==> config.mk <==
export PLATFORM = sky130hd
export DESIGN_NAME = intr_debounce
export DESIGN_NICKNAME = d
export VERILOG_FILES = /design/src/rtl/intr_debounce_pkg.sv /design/src/rtl/intr_debounce_ch.sv /design/src/rtl/intr_debounce.sv
export SDC_FILE = /design/constraint.sdc
export NUM_CORES = 1
export LEC_CHECK = 0
export ABC_AREA = 1
export ABC_CLOCK_PERIOD_IN_PS = 1200
export BUFFER_PORTS_ARGS = -buffer_cell sky130_fd_sc_hd__buf_2
export CAP_MARGIN = 20
export CORE_ASPECT_RATIO = 1.75
export CORE_MARGIN = 8
export CORE_UTILIZATION = 53
export DETAILED_ROUTE_END_ITERATION = 10
export PLACE_DENSITY_LB_ADDON = 0.05
export SLEW_MARGIN = 20
export SYNTH_ARGS = -nofsm -noshare
export SYNTH_HDL_FRONTEND = slang
export SYNTH_SLANG_ARGS = --single-unit
export TNS_END_PERCENT = 50
==> constraint.sdc <==
create_clock -name clk -period 1.2 [get_ports clk]
set_input_delay 0.18 -clock clk [delete_from_list [all_inputs] [get_ports clk]]
set_output_delay 0.18 -clock clk [all_outputs]
set_load 0.01 [all_outputs]
==> src/rtl/intr_debounce_pkg.sv <==
// intr_debounce_pkg
//   Shared constants and constant functions for the interrupt debounce block.
//   SYNC_STAGES : depth of the optional input synchronizer
//                 (used only when INTR_DEBOUNCE_SYNC_EN is defined).
//   clog2       : ceil(log2(v)).
//   max3        : largest of three integers. Used to size the shared counter width.
package intr_debounce_pkg;

  localparam int SYNC_STAGES = 2;

  function automatic int clog2(input int v);
    int r;
    r = 0;
    for (int i = 0; i < 31; i++)
      if ((1 << i) < v) r = i + 1;
    return r;
  endfunction

  function automatic int max3(input int a, input int b, input int c);
    int m;
    m = (a > b) ? a : b;
    return (m > c) ? m : c;
  endfunction

endpackage

==> src/rtl/intr_debounce_ch.sv <==
// intr_debounce_ch
//   One interrupt channel. It contains an optional 2-flop synchronizer, a
//   hysteresis debounce counter, a pulse stretcher and a sticky pending bit.
//   The pulse stretcher and pending bit are active only in edge mode.
//   Optional feature macro: INTR_DEBOUNCE_SYNC_EN. When it is defined, in_i
//   passes through the synchronizer before it is sampled.
// Ports:
//   clk_i    clock
//   reset_i  synchronous active-high reset
//   in_i     raw interrupt line
//   clr_i    pending clear strobe (edge mode only)
//   out_o    filtered level (level mode) or stretched pulse (edge mode)
//   pend_o   registered pending bit
//   pend_d_o next-state pending bit, so the top can build a registered OR
module intr_debounce_ch
  import intr_debounce_pkg::*;
#(
  parameter int A_CNT     = 8,
  parameter int D_CNT     = 8,
  parameter int PULSE_LEN = 1,
  parameter bit EDGE_MODE = 1'b0
) (
  input  logic clk_i,
  input  logic reset_i,
  input  logic in_i,
  input  logic clr_i,
  output logic out_o,
  output logic pend_o,
  output logic pend_d_o
);

  localparam int CW = clog2(max3(A_CNT, D_CNT, PULSE_LEN) + 1);
  localparam logic [CW-1:0] A_M1 = CW'(A_CNT - 1);
  localparam logic [CW-1:0] D_M1 = CW'(D_CNT - 1);
  localparam logic [CW-1:0] P_M1 = CW'(PULSE_LEN - 1);

  logic          smp;
  logic          s_q, s_d;
  logic [CW-1:0] cnt_q, cnt_d;
  logic [CW-1:0] pcnt_q, pcnt_d;
  logic          out_q, out_d;
  logic          pend_q, pend_d;
  logic [CW-1:0] th_m1;
  logic          rise;

`ifdef INTR_DEBOUNCE_SYNC_EN
  logic [SYNC_STAGES-1:0] sync_q;
  always_ff @(posedge clk_i) begin
    if (reset_i) sync_q <= '0;
    else         sync_q <= {sync_q[SYNC_STAGES-2:0], in_i};
  end
  assign smp = sync_q[SYNC_STAGES-1];
`else
  assign smp = in_i;
`endif

  always_comb begin
    s_d    = s_q;
    cnt_d  = cnt_q;
    rise   = 1'b0;
    th_m1  = s_q ? D_M1 : A_M1;
    // The count restarts whenever the sample agrees with the filtered state.
    // The state flips on the TH-th consecutive disagreeing sample.
    if (smp == s_q) begin
      cnt_d = '0;
    end else if (cnt_q == th_m1) begin
      s_d   = smp;
      cnt_d = '0;
      rise  = smp;
    end else begin
      cnt_d = cnt_q + 1'b1;
    end

    pcnt_d = pcnt_q;
    out_d  = out_q;
    pend_d = pend_q;
    if (EDGE_MODE) begin
      // A rise (re)loads the stretcher, so a retrigger extends the pulse.
      if (rise) begin
        out_d  = 1'b1;
        pcnt_d = P_M1;
      end else if (pcnt_q != '0) begin
        pcnt_d = pcnt_q - 1'b1;
      end else begin
        out_d  = 1'b0;
      end
      // A set takes priority over a clear in the same cycle.
      pend_d = rise | (pend_q & ~clr_i);
    end else begin
      out_d  = s_d;
      pcnt_d = '0;
      pend_d = 1'b0;
    end
  end

  always_ff @(posedge clk_i) begin
    if (reset_i) begin
      s_q    <= 1'b0;
      cnt_q  <= '0;
      pcnt_q <= '0;
      out_q  <= 1'b0;
      pend_q <= 1'b0;
    end else begin
      s_q    <= s_d;
      cnt_q  <= cnt_d;
      pcnt_q <= pcnt_d;
      out_q  <= out_d;
      pend_q <= pend_d;
    end
  end

  assign out_o    = out_q;
  assign pend_o   = pend_q;
  assign pend_d_o = pend_d;

endmodule

==> src/rtl/intr_debounce.sv <==
// intr_debounce
//   N-channel interrupt debounce filter with assert/deassert hysteresis. Each
//   channel runs in level mode or edge mode. Edge-mode channels produce a
//   stretched pulse and set a sticky pending bit.
//   Optional feature macro: INTR_DEBOUNCE_SYNC_EN. When it is defined, each
//   input gets a 2-flop synchronizer, which adds 2 cycles to every latency.
// Ports:
//   clk        clock
//   reset      synchronous active-high reset
//   intr_in    raw interrupt lines
//   intr_clr   per-channel pending clear strobes (ignored on level channels)
//   intr_out   filtered outputs
//   intr_pend  sticky pending bits (always 0 on level channels)
//   intr_any   registered OR of the pending bits
module intr_debounce
  import intr_debounce_pkg::*;
#(
  parameter int                  C_NUMBER       = 8,
  parameter int                  C_ASSERT_CNT   = 8,
  parameter int                  C_DEASSERT_CNT = 8,
  parameter logic [C_NUMBER-1:0] C_EDGE_MASK    = '0,
  parameter int                  C_PULSE_LEN    = 1
) (
  input  logic                clk,
  input  logic                reset,
  input  logic [C_NUMBER-1:0] intr_in,
  input  logic [C_NUMBER-1:0] intr_clr,
  output logic [C_NUMBER-1:0] intr_out,
  output logic [C_NUMBER-1:0] intr_pend,
  output logic                intr_any
);

  logic [C_NUMBER-1:0] pend_d;
  logic                any_q;

  for (genvar i = 0; i < C_NUMBER; i++) begin : g_ch
    intr_debounce_ch #(
      .A_CNT    (C_ASSERT_CNT),
      .D_CNT    (C_DEASSERT_CNT),
      .PULSE_LEN(C_PULSE_LEN),
      .EDGE_MODE(C_EDGE_MASK[i])
    ) u_ch (
      .clk_i   (clk),
      .reset_i (reset),
      .in_i    (intr_in[i]),
      .clr_i   (intr_clr[i]),
      .out_o   (intr_out[i]),
      .pend_o  (intr_pend[i]),
      .pend_d_o(pend_d[i])
    );
  end

  // Built from the next-state pending bits, so intr_any moves on the same
  // edge as the pending bit that causes it.
  always_ff @(posedge clk) begin
    if (reset) any_q <= 1'b0;
    else       any_q <= |pend_d;
  end

  assign intr_any = any_q;

endmodule

Word level (Yosys, flattened, before mapping)
Cells that the tools add are included.
Widths: inputs -> output; s select.
{ "op_classes": {"n_bitwise": 8, "reduce_logical": 16, "add_sub_neg": 8, "n_eq_ne": 16} }
{ "ops": {"columns": ["cell", "n"], "rows": [
  ["$add 4x1->4 const B", 8],
  ["$eq 4x3->1 const B", 8],
  ["$reduce_or 3->1", 8],
  ["$reduce_and 2->1", 8],
  ["$eq 1x1->1", 8],
  ["$not 1->1", 8]
]} }
{ "word_totals": {"word_cells": 64, "input_bits": 18, "reg_bits": 40} }

Depth between registers and ports, before layout
Gate-level depths: netlist (run 1).
{ "logic_depth": {"ltp_word": 3, "mapped_depth": 5} }

Cells and area by module
From an unflattened synthesis (run 1), not the netlist that was laid out.
{ "unflattened": {"cells_unflattened": 249, "hier_area_um2": 1891.8} }
{ "by_module_without_submodules": {"columns": ["mod", "area_per_inst_um2", "n_inst", "seq_area_each_um2", "cells_per_inst"], "rows": [
  ["intr_debounce_ch", 230.2, 8, 100.1, 30],
  ["intr_debounce", 50.0, 1, 20.0, 9]
]} }

Least setup slack after synthesis (run 1)
No wires, ideal clock.
{ "synth_path": {"path_type": "register -> register", "start": "reg g_ch[4].u_ch.cnt_q[0]", "end": "reg g_ch[4].u_ch.cnt_q[2]", "t_arrival_ns": 0.797, "synth_period_minus_slack_ns": 0.913, "path_buffers": 0, "setup_slack_ns": 0.287, "required_time_ns": 1.084, "path_stages_with_launch": 5, "cell_sequence": "dfxtp_1 -> ha_1 -> nand3_1 -> nand3_2 -> nor2_1"} }
{ "synth_between": {"elab_chain_len": 2, "word_cells_on_any_way": 3, "cone_classes": "add/sub (1); eq/ne (1); reduce/logical (1)"} }
{ "synth_rtl": {"columns": ["element", "line_no", "text"], "rows": [
  ["from (decl)", "intr_debounce_ch.sv:39", "logic [CW-1:0] cnt_q, cnt_d;"],
  ["from (signal assigned)", "intr_debounce_ch.sv:105", "cnt_q <= cnt_d;"],
  ["parallel branches: the longest is 2 deep, another holds $add 4x1->4", null, null]
]} }
Parallel ways; which one is timed is not known.
A chain may end at the register's enable or synchronous reset.

==> run summary, run 1 <==
Crit path cell chain - buf_2
Layout area overhead - 6.07%
CP top delay family - flip-flops
Reg area - 801 sq um
Via/cell ratio - 4.64
Ant. Diodes - 0
CP Capture Type - output port
Design area - 1920 sq um
Worst EP arrival - 850 ps
Max incr delay on CP - 400 ps
Synth area leaders - dfxtp_1 (44%), nor2_1 (13%), nand2_1 (8.7%)
Total power - 0.00231 W
Core Box Area - 3330 sq um
Final setup skew - 4.50 ps
Port bufs - 17
CP startpoint kind - flip-flop
Commonest non-fill, non-tap cell in the layout - nor2_1
Slowest CP cell - dfxtp_1
Seq cells post-synth - 40
Clk pin slew, worst setup/hold paths - 70 ps
Reg2Reg Setup Slack - 190 ps
Pin count of the biggest net entering global routing - 12
Residual DRC - 0
Multi-input logic area - 805 sq um
Pwr Density - 1200 nW/um^2
Full die area - 5620 sq um
Fin crit period - 1030 ps
Non-Filler Instances - 296
# fillers - 351
Hpwl dp - 2220 um
Drt initial violations - 35
Hold Path Stages - 3
CTS Buffer Depth - 2
Post-synth top area share - 44.2%
RSZ-0062 raised after global routing - false
HP Start - intr_in[0]
Drt wl/cell - 9.56 um
Hold path endpoint - g_ch[0].u_ch.s_q$_SDFFE_PP0P_
Most frequent cells in the layout - nor2_1 (62), nand2_1 (42), dfxtp_1 (40)
Yosys warns - 0
First-pass iteration count of the detailed router - 4
Distinct cells, synth - 13
R2R Path End - g_ch[5].u_ch.cnt_q[2]$_SDFF_PP0_
Leak - 0.901 nW
Peak supply drop - 0.00110 V
Worst-path maximum fanout - 4
Sequential cell area fraction in the yosys report - 44.2%
R2R depth - 4
# clock sinks - 40
Post-CTS Hold Fix Bufs - 0
Setup Buffers After CTS - 0
Max Freq - 974 MHz
Max Slew Vio Count - 0
Worst skew pair latency - 290 ps
Worst Path Required - 1020 ps
Max-cap violation count - 0
Post-Synthesis Cell Area - 1810 sq um
Die Wd - 60.2 um
Hold Crit Class - input pin to flip-flop
Setup TNS - 0 ps
Global route total overflow - 0
Post-CTS resize count - 0
Routability cong. - 0.749
IO Pins - 35
Total CTS buffers - 5
Die H - 93.4 um
Via count - 1374
FP Rows - 28
Placed cell count - 289
WL final - 2830 um
Number of global-route vias before repair - 1249
Synth area leader - dfxtp_1
CTS tree - built
Initial Utilization - 54.5%
Status - finished clean
Layout cells sized above 1 - 12.7%
Root buffer cell - clkbuf_8
Core Util, Final - 57.8%
First-pass GRT wire length - 4910 um
Overall routing resource usage - 11.4%
Final Net Count - 277
Fin crit share - 85.6%
R2R Path Start - g_ch[5].u_ch.cnt_q[0]$_SDFF_PP0_
Synth Area per Inst - 7.65 sq um
# setup viols final - 0
Kind of critical path - flip-flop to output port
Post-DRT Antenna Nets - 0
CP bufs+invs - 1
Hold Fails Final Rpt - 0
Mapped Cells - 237
Post-DP Area - 1850 sq um
H-tree depth - 2
Antenna violations before repair - 0
## kinds of logic (layout without fill, tap and decap cells)
| family | after synthesis | in the layout | synth area share, % |
|---|---|---|---|
| XOR/XNOR | 8 | 8 | 3.86 |
| other | 1 | 9 | 0.207 |
| AND/OR/NAND/NOR | 136 | 136 | 33.1 |
| buffers and inverters | 44 | 50 | 13.1 |
| adder cells (fa/ha/maj) | 8 | 8 | 5.52 |
| flip-flops | 40 | 40 | 44.2 |
## worst max-delay path by stage
stage,start,end,depth (start not counted)
after floorplan,g_ch[4].u_ch.cnt_q[0]$_SDFF_PP0_,g_ch[4].u_ch.cnt_q[2]$_SDFF_PP0_,4
after global placement,g_ch[5].u_ch.cnt_q[0]$_SDFF_PP0_,g_ch[5].u_ch.cnt_q[0]$_SDFF_PP0_,4
after detailed placement,g_ch[1].u_ch.cnt_q[0]$_SDFF_PP0_,g_ch[1].u_ch.cnt_q[2]$_SDFF_PP0_,4
after CTS,g_ch[5].u_ch.s_q$_SDFFE_PP0P_,intr_out[5],1
after global routing,g_ch[5].u_ch.cnt_q[0]$_SDFF_PP0_,g_ch[5].u_ch.cnt_q[0]$_SDFF_PP0_,4
final,g_ch[5].u_ch.s_q$_SDFFE_PP0P_,intr_out[5],1
## through the flow
stage | hold WS (ps) | setup slack [ps]
floorplan | 315 | 287
global placement | 439 | 185
detailed placement | 443 | 175
CTS | 136 | 152
global route | 142 | 65.4
finish | 140 | 173
## where the power goes
group          switching [W]  leakage [nW]  internal [W]  total [W]
sequential         0.0000233         0.325       0.00135    0.00138
clock               0.000422        0.0410      0.000395   0.000817
combinational      0.0000765         0.535     0.0000404   0.000117
total               0.000522         0.901       0.00179    0.00231
## cell usage after synthesis
library cell and count:
ha_1 8, conb_1 1, nor2_1 62, clkinv_2 1
nand4_1 8, nand3_2 8, dfxtp_1 40, buf_6 1
xnor2_1 8, buf_4 17, inv_1 25, nand2_1 42
nand3_1 16
## cell type report
cell class | count | share of cell area (%)
Clock buffer | 6 | 3.77
Clock inverter | 1 | 0.260
Inverter | 26 | 5.14
Multi-Input combinational cell | 161 | 41.8
Sequential cell | 40 | 41.6
Tap cell | 45 | 2.93
Timing Repair Buffer | 17 | 4.42
## metal layers
| metal | vias up | global-route usage [%] | wire, um |
|---|---|---|---|
| met5 | - | 0 | 0 |
| met4 | 0 | 7.21 | 85 |
| met3 | 6 | 3.71 | 151 |
| met2 | 23 | 19.7 | 1490 |
| met1 | 608 | 11.1 | 1110 |
| li1 | 737 | - | - |
## sequential cells by signal, indices dropped and copies added, names as in the netlist
| register | flops |
|---|---|
| g_ch.u_ch.cnt_q | 32 |
| g_ch.u_ch.s_q | 8 |
No activity file was read; power rests on OpenSTA's default activity.
==> inputs of run 2 (changes only) <==
CORE_MARGIN = 2   (was 8)
==> run 2 against run 1 <==
Final cell count up 0.34%. Clock power is 10% higher. Fmax is 0.67% higher. Worst hold slack improved by 0.63 ps. Design area is 0.78% higher. Register-to-register slack is essentially flat. Critical path type is now flip-flop to flip-flop. Largest power group unchanged.
==> run summary, run 2 (synthesized netlist as in run 1, its figures left out) <==
Status - finished clean
R2R depth - 4 (unchanged)
Die Wd - 48.2 um (-20%)
Worst Path Required - 1390 ps (+370 ps)
Peak supply drop - 0.000885 V (-19%)
Initial Utilization - 54.5% (unchanged)
Register name with the most flops - g_ch.u_ch.cnt_q
Die H - 81.4 um (-13%)
Residual DRC - 0 (unchanged)
Root buffer cell - clkbuf_8
Setup TNS - 0 ps (unchanged)
Hold Fails Final Rpt - 0 (unchanged)
R2R Path End - g_ch[0].u_ch.cnt_q[0]$_SDFF_PP0_
Multi-input logic area - 805 sq um (unchanged)
Ant. Diodes - 0 (unchanged)
Drt wl/cell - 8.89 um (-7.0%)
H-tree depth - 2 (unchanged)
Worst-path maximum fanout - 4 (unchanged)
Pwr Density - 1230 nW/um^2 (+2.7%)
Reg area - 801 sq um (unchanged)
Kind of critical path - flip-flop to flip-flop
Layout area overhead - 6.90%
Commonest non-fill, non-tap cell in the layout - nor2_1
Drt initial violations - 12 (-66%)
Hold path endpoint - g_ch[2].u_ch.s_q$_SDFFE_PP0P_
Via count - 1381 (+0.51%)
Setup Buffers After CTS - 0 (unchanged)
Number of global-route vias before repair - 1271 (+1.8%)
Total CTS buffers - 5 (unchanged)
CP Capture Type - flip-flop
Port bufs - 17 (unchanged)
First-pass iteration count of the detailed router - 4 (unchanged)
Core Box Area - 3330 sq um (unchanged)
Hold Crit Class - input pin to flip-flop
Post-DRT Antenna Nets - 0 (unchanged)
CTS Buffer Depth - 2 (unchanged)
Max Freq - 980 MHz (+0.67%)
Worst EP arrival - 1210 ps (+360 ps)
Via/cell ratio - 4.65 (+0.17%)
HP Start - intr_in[2]
Post-CTS resize count - 0 (unchanged)
# fillers - 346 (-1.4%)
RSZ-0062 raised after global routing - false
Global route total overflow - 0 (unchanged)
R2R Path Start - g_ch[0].u_ch.cnt_q[0]$_SDFF_PP0_
# clock sinks - 40 (unchanged)
Layout cells sized above 1 - 13.5% (+0.74 points)
Routability cong. - 0.706 (-5.8%)
IO Pins - 35 (unchanged)
Fin crit period - 1020 ps (-6.80 ps)
CP startpoint kind - flip-flop
Final setup skew - 1.85 ps (-2.66 ps)
Full die area - 3920 sq um (-30%)
Worst skew pair latency - 290 ps (about the same)
Clk pin slew, worst setup/hold paths - 70 ps (about the same)
FP Rows - 28 (unchanged)
Max-cap violation count - 0 (unchanged)
Post-CTS Hold Fix Bufs - 0 (unchanged)
CTS tree - built
Overall routing resource usage - 16.2% (+4.7 points)
Antenna violations before repair - 0 (unchanged)
WL final - 2640 um (-6.7%)
Max Slew Vio Count - 0 (unchanged)
# setup viols final - 0 (unchanged)
Most frequent cells in the layout - nor2_1 (62), nand2_1 (42), dfxtp_1 (40)
Hpwl dp - 2030 um (-8.8%)
Largest register FFs - 32 (unchanged)
Hold Path Stages - 3 (unchanged)
Biggest regs - g_ch.u_ch.cnt_q: 32 flops, g_ch.u_ch.s_q: 8 flops
Reg2Reg Setup Slack - 180 ps (about the same)
Fin crit share - 85.0% (-0.57 points)
Final Net Count - 277 (unchanged)
Leak - 0.911 nW (+1.1%)
First-pass GRT wire length - 4530 um (-7.7%)
Pin count of the biggest net entering global routing - 13 (+1)
Core Util, Final - 58.2% (+0.45 points)
-- run 2: cell types whose count changed in the layout (fill, tap and decap cells not counted), sizes merged --
cell / before / now
clkinv: 2 / 3
-- run 2: worst max-delay path by stage --
stage,start,slack [ps],endpoint
2_1_floorplan,g_ch[4].u_ch.cnt_q[0]$_SDFF_PP0_,290,g_ch[4].u_ch.cnt_q[2]$_SDFF_PP0_
3_3_place_gp,g_ch[0].u_ch.cnt_q[0]$_SDFF_PP0_,180,g_ch[0].u_ch.cnt_q[0]$_SDFF_PP0_
3_5_place_dp,g_ch[0].u_ch.cnt_q[0]$_SDFF_PP0_,160,g_ch[0].u_ch.cnt_q[3]$_SDFF_PP0_
4_1_cts,g_ch[0].u_ch.cnt_q[0]$_SDFF_PP0_,150,g_ch[0].u_ch.cnt_q[3]$_SDFF_PP0_
5_1_grt,g_ch[2].u_ch.cnt_q[0]$_SDFF_PP0_,70,g_ch[2].u_ch.cnt_q[3]$_SDFF_PP0_
6_report,g_ch[0].u_ch.cnt_q[0]$_SDFF_PP0_,180,g_ch[0].u_ch.cnt_q[0]$_SDFF_PP0_
-- run 2: worst max-delay path, stage by stage, from the launching register on --
cell,delay (ps)
dfxtp_1,380
ha_1,200
nand3_1,150
nand3_2,140
nor2_1,40
-- run 2: metal layers --
layer / GRT usage, % / share of wire, % / vias to the layer above
li1: - / - / 737
met4: 8.11 / 1.9 / 0
met3: 5.33 / 3.8 / 4
met5: 0 / 0 / -
met2: 29.7 / 52 / 20
met1: 14.0 / 42 / 620
-- run 2: area by class of cell --
type | instances | area share, %
clock buffers | 6 | 4.26
clock inverters | 2 | 0.516
inverters | 26 | 5.10
multi-input cells | 161 | 41.5
flip-flops and latches | 40 | 41.3
well taps | 45 | 2.91
repair buffers | 17 | 4.39
-- run 2: where the power goes --
part | switching (W) | internal [W] | leakage, nW | total [W]
combinational | 0.0000759 | 0.0000405 | 0.535 | 0.000116
clock | 0.000441 | 0.000458 | 0.0510 | 0.000899
sequential | 0.0000231 | 0.00135 | 0.325 | 0.00138
-- run 2: metrics by stage --
stage / instance area [sq um] / power [W] / hold slack, ps / std cells / setup WS, ps
finish: 1940 / 0.00239 / 141 / 297 / 180
global route: 1940 / 0.00250 / 157 / 297 / 71.8
CTS: 1940 / 0.00243 / 139 / 297 / 151
detailed placement: 1850 / 0.00153 / 443 / 289 / 160
global placement: 1850 / 0.00152 / 437 / 289 / 179
floorplan: 1840 / 0.00151 / 315 / 245 / 287
==> inputs of run 3 (changes only) <==
CORE_MARGIN = 4   (was 2)
PLACE_DENSITY = 0.77   (was unset)
PLACE_DENSITY_LB_ADDON = unset   (was 0.05)
==> run 3 against run 2 <==
Worst hold slack improved by 12 ps. Clock-buffer cell count unchanged. Combinational power is essentially flat. Largest cell class unchanged. Largest power group unchanged.
==> run summary, run 3 (synthesized netlist as in run 1, its figures left out) <==
Hold Fails Final Rpt - 0 (unchanged)
Worst-path maximum fanout - 4 (unchanged)
Clk pin slew, worst setup/hold paths - 70 ps (about the same)
Largest register FFs - 32 (unchanged)
Full die area - 4460 sq um (+14%)
Reg area - 801 sq um (unchanged)
Total CTS buffers - 5 (unchanged)
Core Box Area - 3210 sq um (-3.6%)
Antenna violations before repair - 0 (unchanged)
First-pass iteration count of the detailed router - 4 (unchanged)
Non-Filler Instances - 294 (-1.0%)
Setup TNS - 0 ps (unchanged)
# clock sinks - 40 (unchanged)
Final Net Count - 277 (unchanged)
Pin count of the biggest net entering global routing - 12 (-1)
Max Freq - 982 MHz (+0.22%)
Post-CTS Hold Fix Bufs - 0 (unchanged)
Worst Path Required - 1370 ps (-20 ps)
Placed cell count - 287 (-0.69%)
Final setup skew - 4.24 ps (+2.39 ps)
Die Wd - 52.2 um (+8.3%)
Hpwl dp - 2090 um (+2.9%)
GR Util met1 - 15.4% (+1.3 points)
IO Pins - 35 (unchanged)
Biggest regs - g_ch.u_ch.cnt_q: 32 flops, g_ch.u_ch.s_q: 8 flops
CTS Buffer Depth - 2 (unchanged)
Setup Buffers After CTS - 0 (unchanged)
H-tree depth - 2 (unchanged)
RSZ-0062 raised after global routing - false
Number of global-route vias before repair - 1349 (+6.1%)
Total power - 0.00229 W (-4.2%)
CP Capture Type - flip-flop
Met3 Usage GRT - 4.92% (-0.41 points)
Worst skew pair latency - 280 ps (about the same)
Status - finished clean
Routability cong. - 0.700 (-0.77%)
Worst EP arrival - 1190 ps (-20 ps)
FP Rows - 27 (-3.6%)
Global route total overflow - 0 (unchanged)
Kind of critical path - flip-flop to flip-flop
# setup viols final - 0 (unchanged)
Layout cells sized above 1 - 12.7% (-0.74 points)
CP startpoint kind - flip-flop
Initial Utilization - 56.5% (+2.0 points)
Residual DRC - 0 (unchanged)
Layout area overhead - 5.94%
Hold Crit Class - input pin to flip-flop
Register name with the most flops - g_ch.u_ch.cnt_q
Ant. Diodes - 0 (unchanged)
Port bufs - 17 (unchanged)
Via/cell ratio - 4.62 (-0.66%)
Post-CTS resize count - 0 (unchanged)
Drt initial violations - 11 (-1)
Multi-input logic area - 805 sq um (unchanged)
Max Slew Vio Count - 0 (unchanged)
Leak - 0.901 nW (-1.1%)
Post-DRT Antenna Nets - 0 (unchanged)
Drt wl/cell - 8.82 um (-0.74%)
Root buffer cell - clkbuf_8
Met2 Track Usage GR - 25.5% (-4.2 points)
Overall routing resource usage - 15.1% (-1.1 points)
CTS tree - built
Die H - 85.4 um (+4.9%)
WL final - 2590 um (-1.7%)
Most frequent cells in the layout - nor2_1 (62), nand2_1 (42), dfxtp_1 (40)
First-pass GRT wire length - 5190 um (+14%)
Max-cap violation count - 0 (unchanged)
WHS - 153 ps (+12.5 ps)
Commonest non-fill, non-tap cell in the layout - nor2_1
Peak supply drop - 0.000866 V (-2.1%)
Via count - 1358 (-1.7%)
Gr busiest metal - met2
Pwr Density - 1190 nW/um^2 (-3.3%)
# fillers - 318 (-8.1%)
Fin crit period - 1020 ps (-2.25 ps)
Fin crit share - 84.8% (-0.19 points)
==> run 3: cell count changes in the layout (fill, tap and decap cells not counted) <==
cell,before,now
clkbuf_1,0,1
clkbuf_8,6,5
clkinv_2,3,2
==> run 3: stage by stage <==
step | area, sq um | utilization, % | setup WS [ps]
after floorplan | 1840 | - | 287
after global placement | 1840 | 57.4 | 199
after detailed placement | 1840 | 57.4 | 176
after CTS | 1920 | 59.8 | 166
after global routing | 1920 | 59.8 | 38.3
final | 1920 | 59.8 | 182
==> run 3: cell type report <==
| type | count | area share (%) |
|---|---|---|
| clock buffer | 6 | 3.78 |
| tap | 43 | 2.80 |
| multi-input combinational | 161 | 41.9 |
| timing repair buffer | 17 | 4.43 |
| inverter | 26 | 5.15 |
| clock inverter | 1 | 0.261 |
| sequential | 40 | 41.7 |
==> run 3: worst max-delay path: stages, from the launching register on <==
cell and delay, ps:
dfxtp_1 380, ha_1 200, nand3_1 140, nand3_2 140, nor2_1 50
==> run 3: routing by layer <==
metal	wire (um)	vias up
li1	-	737
met1	1010	591
met2	1350	23
met3	137	7
met4	88	0
met5	0	-
==> run 3: path summary, 6_finish.rpt <==
| check | startpoint | end | slack, ps | cells after the start |
|---|---|---|---|---|
| worst max-delay path | g_ch[4].u_ch.cnt_q[0]$_SDFF_PP0_ | g_ch[4].u_ch.cnt_q[0]$_SDFF_PP0_ | 180 | 4 |
| worst min-delay path | intr_in[4] | g_ch[4].u_ch.s_q$_SDFFE_PP0P_ | 150 | 3 |
| worst max register to register | g_ch[4].u_ch.cnt_q[0]$_SDFF_PP0_ | g_ch[4].u_ch.cnt_q[0]$_SDFF_PP0_ | 180 | 4 |
| worst min register to register | g_ch[5].u_ch.cnt_q[0]$_SDFF_PP0_ | g_ch[5].u_ch.cnt_q[0]$_SDFF_PP0_ | 460 | 1 |
==> run 3: power breakdown <==
| group | switching [W] | internal, W | leakage, nW |
|---|---|---|---|
| combinational | 0.0000755 | 0.0000407 | 0.535 |
| clock | 0.000404 | 0.000395 | 0.0410 |
| sequential | 0.0000234 | 0.00135 | 0.325 |
